### config.mk
export PLATFORM = sky130hd
export DESIGN_NAME = led_bar_sequencer
export DESIGN_NICKNAME = d
export VERILOG_FILES = /design/src/rtl/led_bar_sequencer.sv
export SDC_FILE = /design/constraint.sdc
export NUM_CORES = 1
export LEC_CHECK = 0
export BUFFER_PORTS_ARGS = -buffer_cell sky130_fd_sc_hd__buf_2
export CAP_MARGIN = 20
export CORE_ASPECT_RATIO = 0.9
export CORE_MARGIN = 8
export CORE_UTILIZATION = 55
export DETAILED_ROUTE_END_ITERATION = 7
export GPL_ROUTABILITY_DRIVEN = 0
export GPL_TIMING_DRIVEN = 0
export PLACE_DENSITY = 0.78
export SYNTH_ARGS = -nofsm -noshare
export SYNTH_HDL_FRONTEND = slang
export SYNTH_SLANG_ARGS = --single-unit
### constraint.sdc
create_clock -name clk -period 4.14 [get_ports clk]
set_input_delay 0.414 -clock clk [delete_from_list [all_inputs] [get_ports clk]]
set_output_delay 0.414 -clock clk [all_outputs]
set_load 0.005 [all_outputs]
### src/rtl/led_bar_sequencer.sv
// LED bar driver: fuel-gauge pass-through in IDLE, blink (PBEST) and sweep (GBEST) animations.
// Optional feature: define LED_GBEST_PREEMPT_EN to let new_gbest restart a running PBEST animation.
module led_bar_sequencer #(
    parameter int N_LEDS   = 10,
    parameter int STEP_W   = 2,
    parameter int TICK_DIV = 12500000,
    parameter int N_STEPS  = 20
) (
    input  logic              clk,
    input  logic              rst,
    input  logic [N_LEDS-1:0] fuel_in,
    input  logic [2:0]        disp_mode,
    input  logic              new_pbest,
    input  logic              new_gbest,
    output logic [N_LEDS-1:0] led_out,
    output logic              busy,
    output logic [1:0]        dbgState
);

    typedef enum logic [1:0] {
        IDLE  = 2'd0,
        PBEST = 2'd1,
        GBEST = 2'd2
    } state_t;

    localparam int                PRESC_W   = (TICK_DIV > 1) ? $clog2(TICK_DIV) : 1;
    localparam logic [PRESC_W-1:0] PRESC_MAX = PRESC_W'(TICK_DIV - 1);
    localparam logic [N_LEDS-1:0] ALL_ONES  = '1;
    localparam logic [N_LEDS-1:0] FILL_MASK = ~(ALL_ONES >> STEP_W);
    localparam logic [7:0]        LAST_STEP = 8'(N_STEPS - 1);

    state_t              state;
    state_t              stateNext;
    logic [PRESC_W-1:0]  prescCnt;
    logic [7:0]          stepCnt;
    logic                animActive;
    logic                tick;
    logic                lastTick;
    logic                preempt;
    logic                startAnim;
    logic [N_LEDS-1:0]   ledNext;
    logic [N_LEDS-1:0]   sweepNext;

    assign animActive = (state == PBEST) || (state == GBEST);
    assign tick       = animActive && (prescCnt == PRESC_MAX);
    assign lastTick   = tick && (stepCnt == LAST_STEP);

`ifdef LED_GBEST_PREEMPT_EN
    assign preempt = (state == PBEST) && new_gbest;
`else
    assign preempt = 1'b0;
`endif

    // Animation (re)start: IDLE request or a preempting global best.
    assign startAnim = ((state == IDLE) && (new_pbest || new_gbest)) || preempt;

    // Sweep: ones enter from the MSB; a full bar wraps back to dark.
    assign sweepNext = (led_out == ALL_ONES) ? '0 : ((led_out >> STEP_W) | FILL_MASK);

    assign dbgState = state;

    // State register plus registered outputs.
    always_ff @(posedge clk or negedge rst) begin
        if (!rst) begin
            state   <= IDLE;
            led_out <= '0;
            busy    <= 1'b0;
        end else begin
            state   <= stateNext;
            led_out <= ledNext;
            busy    <= (stateNext == PBEST) || (stateNext == GBEST);
        end
    end

    always_ff @(posedge clk or negedge rst) begin
        if (!rst) begin
            prescCnt <= '0;
            stepCnt  <= '0;
        end else if (startAnim || (stateNext == IDLE)) begin
            prescCnt <= '0;
            stepCnt  <= '0;
        end else if (tick) begin
            prescCnt <= '0;
            stepCnt  <= stepCnt + 8'd1;
        end else begin
            prescCnt <= prescCnt + PRESC_W'(1);
        end
    end

    always_comb begin
        stateNext = IDLE;
        case (state)
            IDLE: begin
                if (new_gbest)      stateNext = GBEST;
                else if (new_pbest) stateNext = PBEST;
                else                stateNext = IDLE;
            end
            PBEST: begin
                if (preempt)       stateNext = GBEST;
                else if (lastTick) stateNext = IDLE;
                else               stateNext = PBEST;
            end
            GBEST: begin
                if (lastTick) stateNext = IDLE;
                else          stateNext = GBEST;
            end
            default: stateNext = IDLE;
        endcase
    end

    always_comb begin
        ledNext = '0;
        case (state)
            IDLE: begin
                if (startAnim)             ledNext = ALL_ONES;
                else if (disp_mode == 3'd0) ledNext = '0;
                else                       ledNext = fuel_in;
            end
            PBEST: begin
                if (preempt)   ledNext = ALL_ONES;
                else if (tick) ledNext = ~led_out;
                else           ledNext = led_out;
            end
            GBEST: begin
                if (tick) ledNext = sweepNext;
                else      ledNext = led_out;
            end
            default: ledNext = '0;
        endcase
    end

endmodule
==> After elaboration in Yosys (flattened, before gate mapping) <==
Index checks and enable logic that the tools add are counted.
{ "totals": {"ff_bits": 45, "in_bits": 17, "output_inout_bits": 13, "elab_cells": 44} }
{ "op_classes": {"n_addsub": 2, "n_eq_ne": 9, "n_mux": 15, "bitwise_logic": 1, "reduce_logical": 12} }
{ "ops": {"columns": ["op", "count"], "rows": [
  ["2-to-1 mux 10 bit", 5],
  ["2-to-1 mux 24 bit", 2],
  ["case mux 10 bit (3 select lines)", 1],
  ["adder 24 x 1 -> 24 bit, second input constant", 1],
  ["equality test 24 bit, second input constant", 1],
  ["2-to-1 mux 8 bit", 2],
  ["equality test 10 bit, second input constant", 1],
  ["inverter 10 bit", 1],
  ["adder 8 x 1 -> 8 bit, second input constant", 1],
  ["equality test 8 x 5 -> 1 bit, second input constant", 1],
  ["case mux 2 bit (3 select lines)", 1],
  ["equality test 2 x 1 -> 1 bit, second input constant", 2],
  ["equality test 2 bit, second input constant", 2],
  ["logical NOT 2 bit", 2],
  ["logical OR 1 bit", 4],
  ["2-to-1 mux 2 bit", 2],
  ["!= test 2 bit, second input constant", 2],
  ["logical AND 1 bit", 3],
  ["logical NOT 3 bit", 1],
  ["2-to-1 mux 1 bit", 2],
  ["AND reduction 2 bit", 1],
  ["nonzero test 2 bit", 1]
]} }

==> Depth between registers and ports, before layout <==
Gate-level depths: netlist of the first run.
{ "logic_depth": {"ltp_word": 9, "ltp_mapped": 14, "ltp_nobuf": 10} }

==> Worst setup path after synthesis of the first run <==
Ideal clock, no wire load.
{ "synth_path": {"kind": "reg-to-reg", "from": "reg state[0] (netlist: dbgState[0])", "to": "reg prescCnt[2]", "setup_ns": 0.121, "arrival_time_ns": 3.196, "t_required_ns": 4.019, "path_slack_ns": 0.823, "stages_incl_launch_ff": 15, "path_buffers": 4, "period_less_slack_ns": 3.317, "path_cell_list": "dfrtp_1 inv_1 ha_1 or4bb_1 or4_4 buf_6 buf_2 nor3_1 o21a_1 ha_1 or2_2 clkbuf_1 o21bai_1 buf_2 nor2_1"} }
{ "synth_via": {"elab_chain_len": 9, "elab_cells_between_ends": 14, "classes_between": "eq/ne: 2; mux: 5; reduce/logical: 7"} }
{ "synth_rtl": {"columns": ["item", "line_no", "source"], "rows": [
  ["start, declared", "32", "state_t state;"],
  ["start signal, assigned", "69", "state <= stateNext;"],
  ["equality test 2 x 1 -> 1 bit / equality test 2 bit (equally long branches)", "44, 92", null],
  ["logical OR 1 bit", "44", "assign animActive = (state == PBEST) || (state == GBEST);"],
  ["logical AND 1 bit", "45", "assign tick = animActive && (prescCnt == PRESC_MAX);"],
  ["logical AND 1 bit", "46", "assign lastTick = tick && (stepCnt == LAST_STEP);"],
  ["2-to-1 mux 1 bit / 2-to-1 mux 2 bit (equally long branches)", "100, 104", null],
  ["case mux 2 bit (3 select lines)", "92", "case (state)"],
  ["logical NOT 2 bit", "79", "end else if (startAnim || (stateNext == IDLE)) begin"],
  ["logical OR 1 bit", "79", null],
  ["2-to-1 mux 24 bit (*)", "79", null],
  ["end signal, assigned", "86", "prescCnt <= prescCnt + PRESC_W'(1);"],
  ["end, declared", "34", "logic [PRESC_W-1:0] prescCnt;"]
]} }
Every way passes the cells marked *; elsewhere a longest branch is shown, timed or not.
A chain may end at the register's enable or synchronous reset.

==> Worst setup path after layout of the first run <==
{ "layout_path": {"from": "reg state[0] (netlist: dbgState[0])", "to": "reg prescCnt[3]"} }
The elaborated chain is that of the path after synthesis.

==> flow_metrics.env, run 1 <==
export IMPL_grt_total_usage_pct=17.7
export IMPL_rsz0062_at_grt="no"
export IMPL_r2r_end="prescCnt[3]"
export IMPL_timing_fmax_ghz=0.267
export IMPL_cp_max_fo=10
export IMPL_rows=23
export IMPL_drtAntennaViolNets=0
export IMPL_yosysTopAreaCell="dfrtp_1"
export IMPL_vias_per_cell=5.94
export IMPL_worstSkewPairLatency_ns=0.30
export IMPL_antenna_cells=0
export IMPL_synthCells=258
export IMPL_slew_violations=0
export IMPL_fin_crit_ns=3.75
export IMPL_crit_path_start_kind="flop"
export IMPL_fill_cells=371
export IMPL_drc=0
export IMPL_critPathSlowestCell="or4_4"
export IMPL_p_sw_mw=0.635
export IMPL_worst_slew_pin_slew_ns=0.889
export IMPL_timing_rr_start="dbgState[0]"
export IMPL_num_vias=2137
export IMPL_synth_xor_xnor_area_share_pct=3.80
export IMPL_synth_top_family_by_area="simple AND/OR/NAND/NOR gates"
export IMPL_syn_nets=282
export IMPL_clkTransAtPathRegs_ns=0.09
export IMPL_grt_pass1_vias=2145
export IMPL_fin_setup_tns_ns=0
export IMPL_cts_sinks=45
export IMPL_p_total_mw=1.68
export IMPL_yosys_area_share_simple_pct=20.0
export IMPL_die_area_um2=7050
export IMPL_cp_required_ns=4.33
export IMPL_critPathMaxStageDelay_ns=0.42
export IMPL_synth_seq_area_share_pct=44.4
export IMPL_initial_core_util_pct=56.9
export IMPL_wl_per_cell_um=15.6
export IMPL_hold_buffers=0
export IMPL_setup_viol=0
export IMPL_drive_above_1_share_pct=19.8
export IMPL_regToRegSetupSlack_ns=0.39
export IMPL_swShare_pct=37.8
export IMPL_p_int_mw=1.05
export IMPL_combPwrFrac_pct=44.1
export IMPL_die_h_um=80.4
export IMPL_path_buf_inv=5
export IMPL_grt_pass1_wl_um=9900
export IMPL_synth_main_ff_cell="dfrtp_1"
export IMPL_cts_made_buffers=5
export IMPL_dr_pass1_iters=4
export IMPL_synthArstFlopShare_pct=100
export IMPL_dpl_hpwl_um=3830
export IMPL_grt_max_degree=46
export IMPL_layout_area_overhead_vs_synth_pct=15.2
export IMPL_clockBufferDepth=2
export IMPL_root_buffer="clkbuf_8"
export IMPL_syn_mean_instance_area_um2=9.84
export IMPL_worstRegToRegCells=14
export IMPL_synth_area_um2=2540
export IMPL_worst_setup_path_end_kind="flop"
export IMPL_synthMuxAreaShare_pct=4.34
export IMPL_synthDominantCellAreaShare_pct=44.4
export IMPL_antenna_found_initial=0
export IMPL_period_share_pct=90.5
export IMPL_ir_drop_uv=442
export IMPL_crit_family="simple AND/OR/NAND/NOR gates"
export IMPL_wirelength_um=5610
export IMPL_synthTopCellsByArea="dfrtp_1 (44%), a21oi_1 (3.7%), mux2_2 (3.6%)"
export IMPL_cp_cell_sequence="inv_1 -> ha_1 -> or4bb_1 -> or4_4 -> buf_6 -> buf_2 -> nor3_2 -> o21a_1 -> ha_1 -> or2_2 -> clkbuf_1 -> o21bai_1 -> buf_2 -> nor2_1"
export IMPL_core_area_um2=4460
export IMPL_cts_tree="built"
export IMPL_synthAdderAreaFrac_pct=3.45
export IMPL_hold_path_class="in -> async"
export IMPL_maxSlewHeadroom_pct=40.0
export IMPL_synth_distinct_cells=39
export IMPL_seq_power_share_pct=35.7
export IMPL_synth_edf_count=0
export IMPL_path_class="reg -> reg"
export IMPL_drv_cap=0
export IMPL_synth_compound_area_share_pct=18.8
export IMPL_grt_overflow=0
export IMPL_port_buffers=29
export IMPL_multi_input_area_um2=1280
export IMPL_nNetsFinal=321
export IMPL_clock_skew_ns=0.00414
export IMPL_outcome="finished clean"
export IMPL_power_leakage_nw=1.22
export IMPL_ys_warn_count=0
export IMPL_crit_arrival_ns=3.94
export IMPL_clock_power_share_pct=20.2
export IMPL_powerDensity_nw_per_um2=575
export IMPL_drt_iter0_drc=129
export IMPL_die_w_um=87.6
export IMPL_htree_levels=2
export IMPL_hold_viol=0
export IMPL_regArea_um2=1130
export IMPL_ys_ff_latch=45
export IMPL_pin_count=30
-- per-stage QoR --
step / worst slack (ns) / area, um^2 / util, % / instances / hold WS (ns)
3_3_place_gp: 0.339 / 2760 / 61.9 / 349 / 0.472
2_1_floorplan: 0.823 / 2540 / - / 258 / 0.118
6_report: 0.392 / 2920 / 65.5 / 360 / 0.0635
5_1_grt: 0.147 / 2920 / 65.5 / 360 / 0.0934
3_5_place_dp: 0.266 / 2760 / 61.9 / 349 / 0.482
4_1_cts: 0.243 / 2880 / 64.5 / 357 / 0.304
-- metal layers --
layer	vias up	GRT usage, %	wire length [um]
met5	-	0	0
met2	57	28.7	2670
met4	0	6.17	63
met3	5	3.26	271
met1	1027	23.0	2610
li1	1048	-	-
-- synthesized netlist by cell type, drive strengths merged, types with 2 or more instances --
cell type and instances:
dfrtp 45, a21oi 19, inv 17, nor2 14, nand2 12, or4 12, clkbuf 11, nand4 11
o31ai 10, and4 9, nand3 9, o21ai 9, xor2 9, a221oi 8, mux2 8, o2bb2ai 8
ha 7, or3 7, o21a 5, buf 4, nor3 3, a221o 2, mux2i 2, o21ba 2
or2 2, xnor2 2
-- registers in the layout (all words and copies together), names as in the netlist --
register / count
busy: 1
dbgState: 2
led_out: 10
prescCnt: 24
stepCnt: 8
-- placed cells by master, fill, tap and decap left out, drive strengths merged, types with 3 or more instances in the layout --
| master | Yosys | final |
|---|---|---|
| nand4 | 11 | 11 |
| nand3 | 9 | 9 |
| and4 | 9 | 9 |
| nor3 | 3 | 3 |
| dfrtp | 45 | 45 |
| or4 | 12 | 12 |
| nand2 | 12 | 12 |
| a21oi | 19 | 19 |
| o31ai | 10 | 10 |
| nor2 | 14 | 14 |
| or3 | 7 | 7 |
| inv | 17 | 17 |
| clkbuf | 11 | 16 |
| mux2 | 8 | 8 |
| o21ai | 9 | 9 |
| ha | 7 | 7 |
| o21a | 5 | 5 |
| buf | 4 | 36 |
| xor2 | 9 | 9 |
| a221oi | 8 | 8 |
| o2bb2ai | 8 | 8 |
-- how the worst max path moves through the flow --
| stage | startpoint | endpoint | slack, ns | cells after the start |
|---|---|---|---|---|
| after floorplan | dbgState[0] | prescCnt[2] | 0.82 | 14 |
| after global placement | prescCnt[0] | prescCnt[3] | 0.34 | 13 |
| after detailed placement | prescCnt[0] | prescCnt[3] | 0.27 | 13 |
| after CTS | dbgState[0] | prescCnt[3] | 0.24 | 14 |
| after global routing | dbgState[0] | prescCnt[18] | 0.15 | 14 |
| final | dbgState[0] | prescCnt[3] | 0.39 | 14 |
-- repair_timing --
item                                    4_1_cts  5_1_grt
resized for setup                             0        1
endpoints found under the setup margin        0       20
setup buffers                                 0        2
endpoints found under the hold margin         0        0
-- cell families after synthesis --
logic type      Yosys count
simple gates             86
compound gates           67
flops                    45
buf+inv                  32
xor+xnor                 11
mux                      10
fa+ha+maj                 7
-- layout make-up --
cell class | count | share of cell area, %
Buffer | 15 | 2.31
Clock buffer | 5 | 2.35
Clock inverter | 3 | 1.58
Inverter | 17 | 2.18
Multi-Input combinational cell | 181 | 44.0
Sequential cell | 45 | 38.5
Tap cell | 62 | 2.65
Timing Repair Buffer | 32 | 6.42
-- power by group through the flow --
| stage | combinational, mW | sequential [mW] | clock, mW |
|---|---|---|---|
| finish | 0.741 | 0.600 | 0.339 |
| global route | 0.826 | 0.612 | 0.361 |
| CTS | 0.742 | 0.599 | 0.347 |
| detailed placement | 0.740 | 0.607 | 0 |
| global placement | 0.725 | 0.607 | 0 |
| floorplan | 0.528 | 0.597 | 0 |
No activity file was read; power rests on OpenSTA's default activity.
==> run 2, diff against run 1 <==
- CAP_MARGIN: 20 -> not set
- CORE_UTILIZATION: 55 -> 52
- PLACE_DENSITY: 0.78 -> 0.77
- clock period: 4.14 -> 3 ns (I/O delays scaled with it)
==> flow_metrics.env, run 2 (synthesized netlist as in run 1, its figures left out) <==
export IMPL_clock_skew_ns=0.00541
export IMPL_period_share_pct=98.1
export IMPL_drtAntennaViolNets=0
export IMPL_path_class="reg -> reg"
export IMPL_critPathMaxStageDelay_ns=0.58
export IMPL_p_sw_mw=0.929
export IMPL_path_buf_inv=3
export IMPL_clock_power_share_pct=15.1
export IMPL_wl_per_cell_um=15.5
export IMPL_drv_cap=0
export IMPL_path_depth=12
export IMPL_ir_drop_uv=566
export IMPL_placed_cell_area_um2=2800
export IMPL_critPathLaunch="dbgState[0]"
export IMPL_reg_top3="prescCnt (24), led_out (10), stepCnt (8)"
export IMPL_slew_violations=0
export IMPL_powerDensity_nw_per_um2=813
export IMPL_crit_arrival_ns=3.11
export IMPL_die_h_um=82.3
export IMPL_critPathSlowestCell="or4_4"
export IMPL_die_area_um2=7370
export IMPL_grt_pass1_vias=2155
export IMPL_hold_buffers=0
export IMPL_root_buffer="clkbuf_8"
export IMPL_cts_made_buffers=5
export IMPL_num_vias=2192
export IMPL_cp_max_fo=7
export IMPL_r2r_end="prescCnt[22]"
export IMPL_setup_worst_path_end="prescCnt[22]"
export IMPL_fin_util_pct=62.9
export IMPL_cp_cell_sequence="inv_2 -> ha_4 -> or4bb_1 -> or4_4 -> buf_8 -> nor3_4 -> o21a_1 -> ha_1 -> or2_4 -> o21bai_4 -> buf_6 -> a21oi_1"
export IMPL_drt_iter0_drc=134
export IMPL_antenna_found_initial=0
export IMPL_seq_power_share_pct=33.8
export IMPL_hold_path_class="in -> async"
export IMPL_grt_pass1_wl_um=9960
export IMPL_clkTransAtPathRegs_ns=0.08
export IMPL_nNetsFinal=330
export IMPL_worst_slew_pin_slew_ns=1.00
export IMPL_timing_rr_start="dbgState[0]"
export IMPL_pin_count=30
export IMPL_regToRegSetupSlack_ns=0.06
export IMPL_initial_core_util_pct=53.1
export IMPL_crit_path_start_kind="flop"
export IMPL_clockBufferDepth=2
export IMPL_port_buffers=29
export IMPL_outcome="finished clean"
export IMPL_die_w_um=89.6
export IMPL_cp_required_ns=3.17
export IMPL_regMostFlops="prescCnt"
export IMPL_htree_levels=2
export IMPL_worstRegToRegCells=12
export IMPL_cts_sinks=45
export IMPL_grt_max_degree=46
export IMPL_layout_area_overhead_vs_synth_pct=18.4
export IMPL_maxSlewHeadroom_pct=33.3
export IMPL_vias_per_cell=5.89
export IMPL_dr_pass1_iters=4
export IMPL_rows=24
export IMPL_setup_viol=0
export IMPL_swShare_pct=38.0
export IMPL_p_int_mw=1.51
export IMPL_antenna_cells=0
export IMPL_mostFrequentLayoutCell="dfrtp_1"
export IMPL_cts_tree="built"
export IMPL_grt_overflow=0
export IMPL_worstSkewPairLatency_ns=0.30
export IMPL_drive_above_1_share_pct=23.5
export IMPL_grt_total_usage_pct=17.1
export IMPL_largest_reg_flops=24
export IMPL_fin_area_um2=3010
export IMPL_wirelength_um=5760
export IMPL_power_leakage_nw=1.28
export IMPL_core_area_um2=4770
export IMPL_drc=0
export IMPL_fin_crit_ns=2.94
export IMPL_dpl_hpwl_um=3910
export IMPL_hold_viol=0
export IMPL_combPwrFrac_pct=51.1
export IMPL_timing_fmax_ghz=0.340
export IMPL_rsz0062_at_grt="yes"
export IMPL_crit_family="simple AND/OR/NAND/NOR gates"
export IMPL_worst_setup_path_end_kind="flop"
export IMPL_final_cell_mix="dfrtp_1 (45), buf_2 (29), a21oi_1 (19)"
-- run 2: layout make-up --
type	count	area, um^2
Fill cell	379	1770
Multi-Input combinational cell	181	1320
Sequential cell	45	1130
Timing Repair Buffer	43	258
Tap cell	65	81.3
Buffer	13	76.3
Clock buffer	6	72.6
Inverter	17	63.8
Clock inverter	2	10.0
-- run 2: worst min path at each step --
| stage | from | endpoint | cells after the start | slack (ns) |
|---|---|---|---|---|
| global placement | prescCnt[0] | prescCnt[0] | 1 | 0.47 |
| global route | rst | led_out[9] | 1 | 0.25 |
| finish | rst | led_out[9] | 1 | 0.15 |
| CTS | rst | led_out[7] | 1 | 0.21 |
| floorplan | rst | busy | 0 | 0.004 |
| detailed placement | prescCnt[0] | prescCnt[0] | 1 | 0.47 |
-- run 2: what timing repair did --
item                                    4_1_cts  5_1_grt
pin swaps                                     3        4
gates resized for setup                       7        4
buffers inserted                              5        7
endpoints found under the setup margin       32       23
cloned                                        2        0
-- run 2: routing by layer --
metal / vias up / GRT usage (%) / part of all wire, %
met5: - / 0 / 0
li1: 1070 / - / -
met2: 41 / 27.8 / 48
met3: 5 / 3.56 / 3.1
met1: 1076 / 22.6 / 48
met4: 0 / 4.48 / 0.78
-- run 2: per-stage QoR --
stage	power [mW]	setup slack, ns	setup TNS, ns	hold WS [ns]	cells
floorplan	1.61	0.00222	0	0.00441	258
CTS	2.42	0.00675	0	0.209	366
global placement	1.90	-0.437	-9.97	0.468	352
global route	2.61	-0.0747	-0.997	0.253	372
finish	2.44	0.0579	0	0.146	372
detailed placement	1.93	-0.476	-10.18	0.474	352
-- run 2: worst register-to-register path, cell delays in order, from the launching register on --
cell	delay, ns
dfrtp_1	0.39
inv_2	0.07
ha_4	0.25
or4bb_1	0.38
or4_4	0.58
buf_8	0.15
nor3_4	0.20
o21a_1	0.16
ha_1	0.13
or2_4	0.11
o21bai_4	0.17
buf_6	0.17
a21oi_1	0.05
-- run 2: power by group through the flow --
stage / logic, mW / registers [mW] / clock network, mW
6_report: 1.25 / 0.826 / 0.368
4_1_cts: 1.22 / 0.822 / 0.378
5_1_grt: 1.36 / 0.839 / 0.402
3_5_place_dp: 1.09 / 0.839 / 0
2_1_floorplan: 0.786 / 0.824 / 0
3_3_place_gp: 1.06 / 0.838 / 0
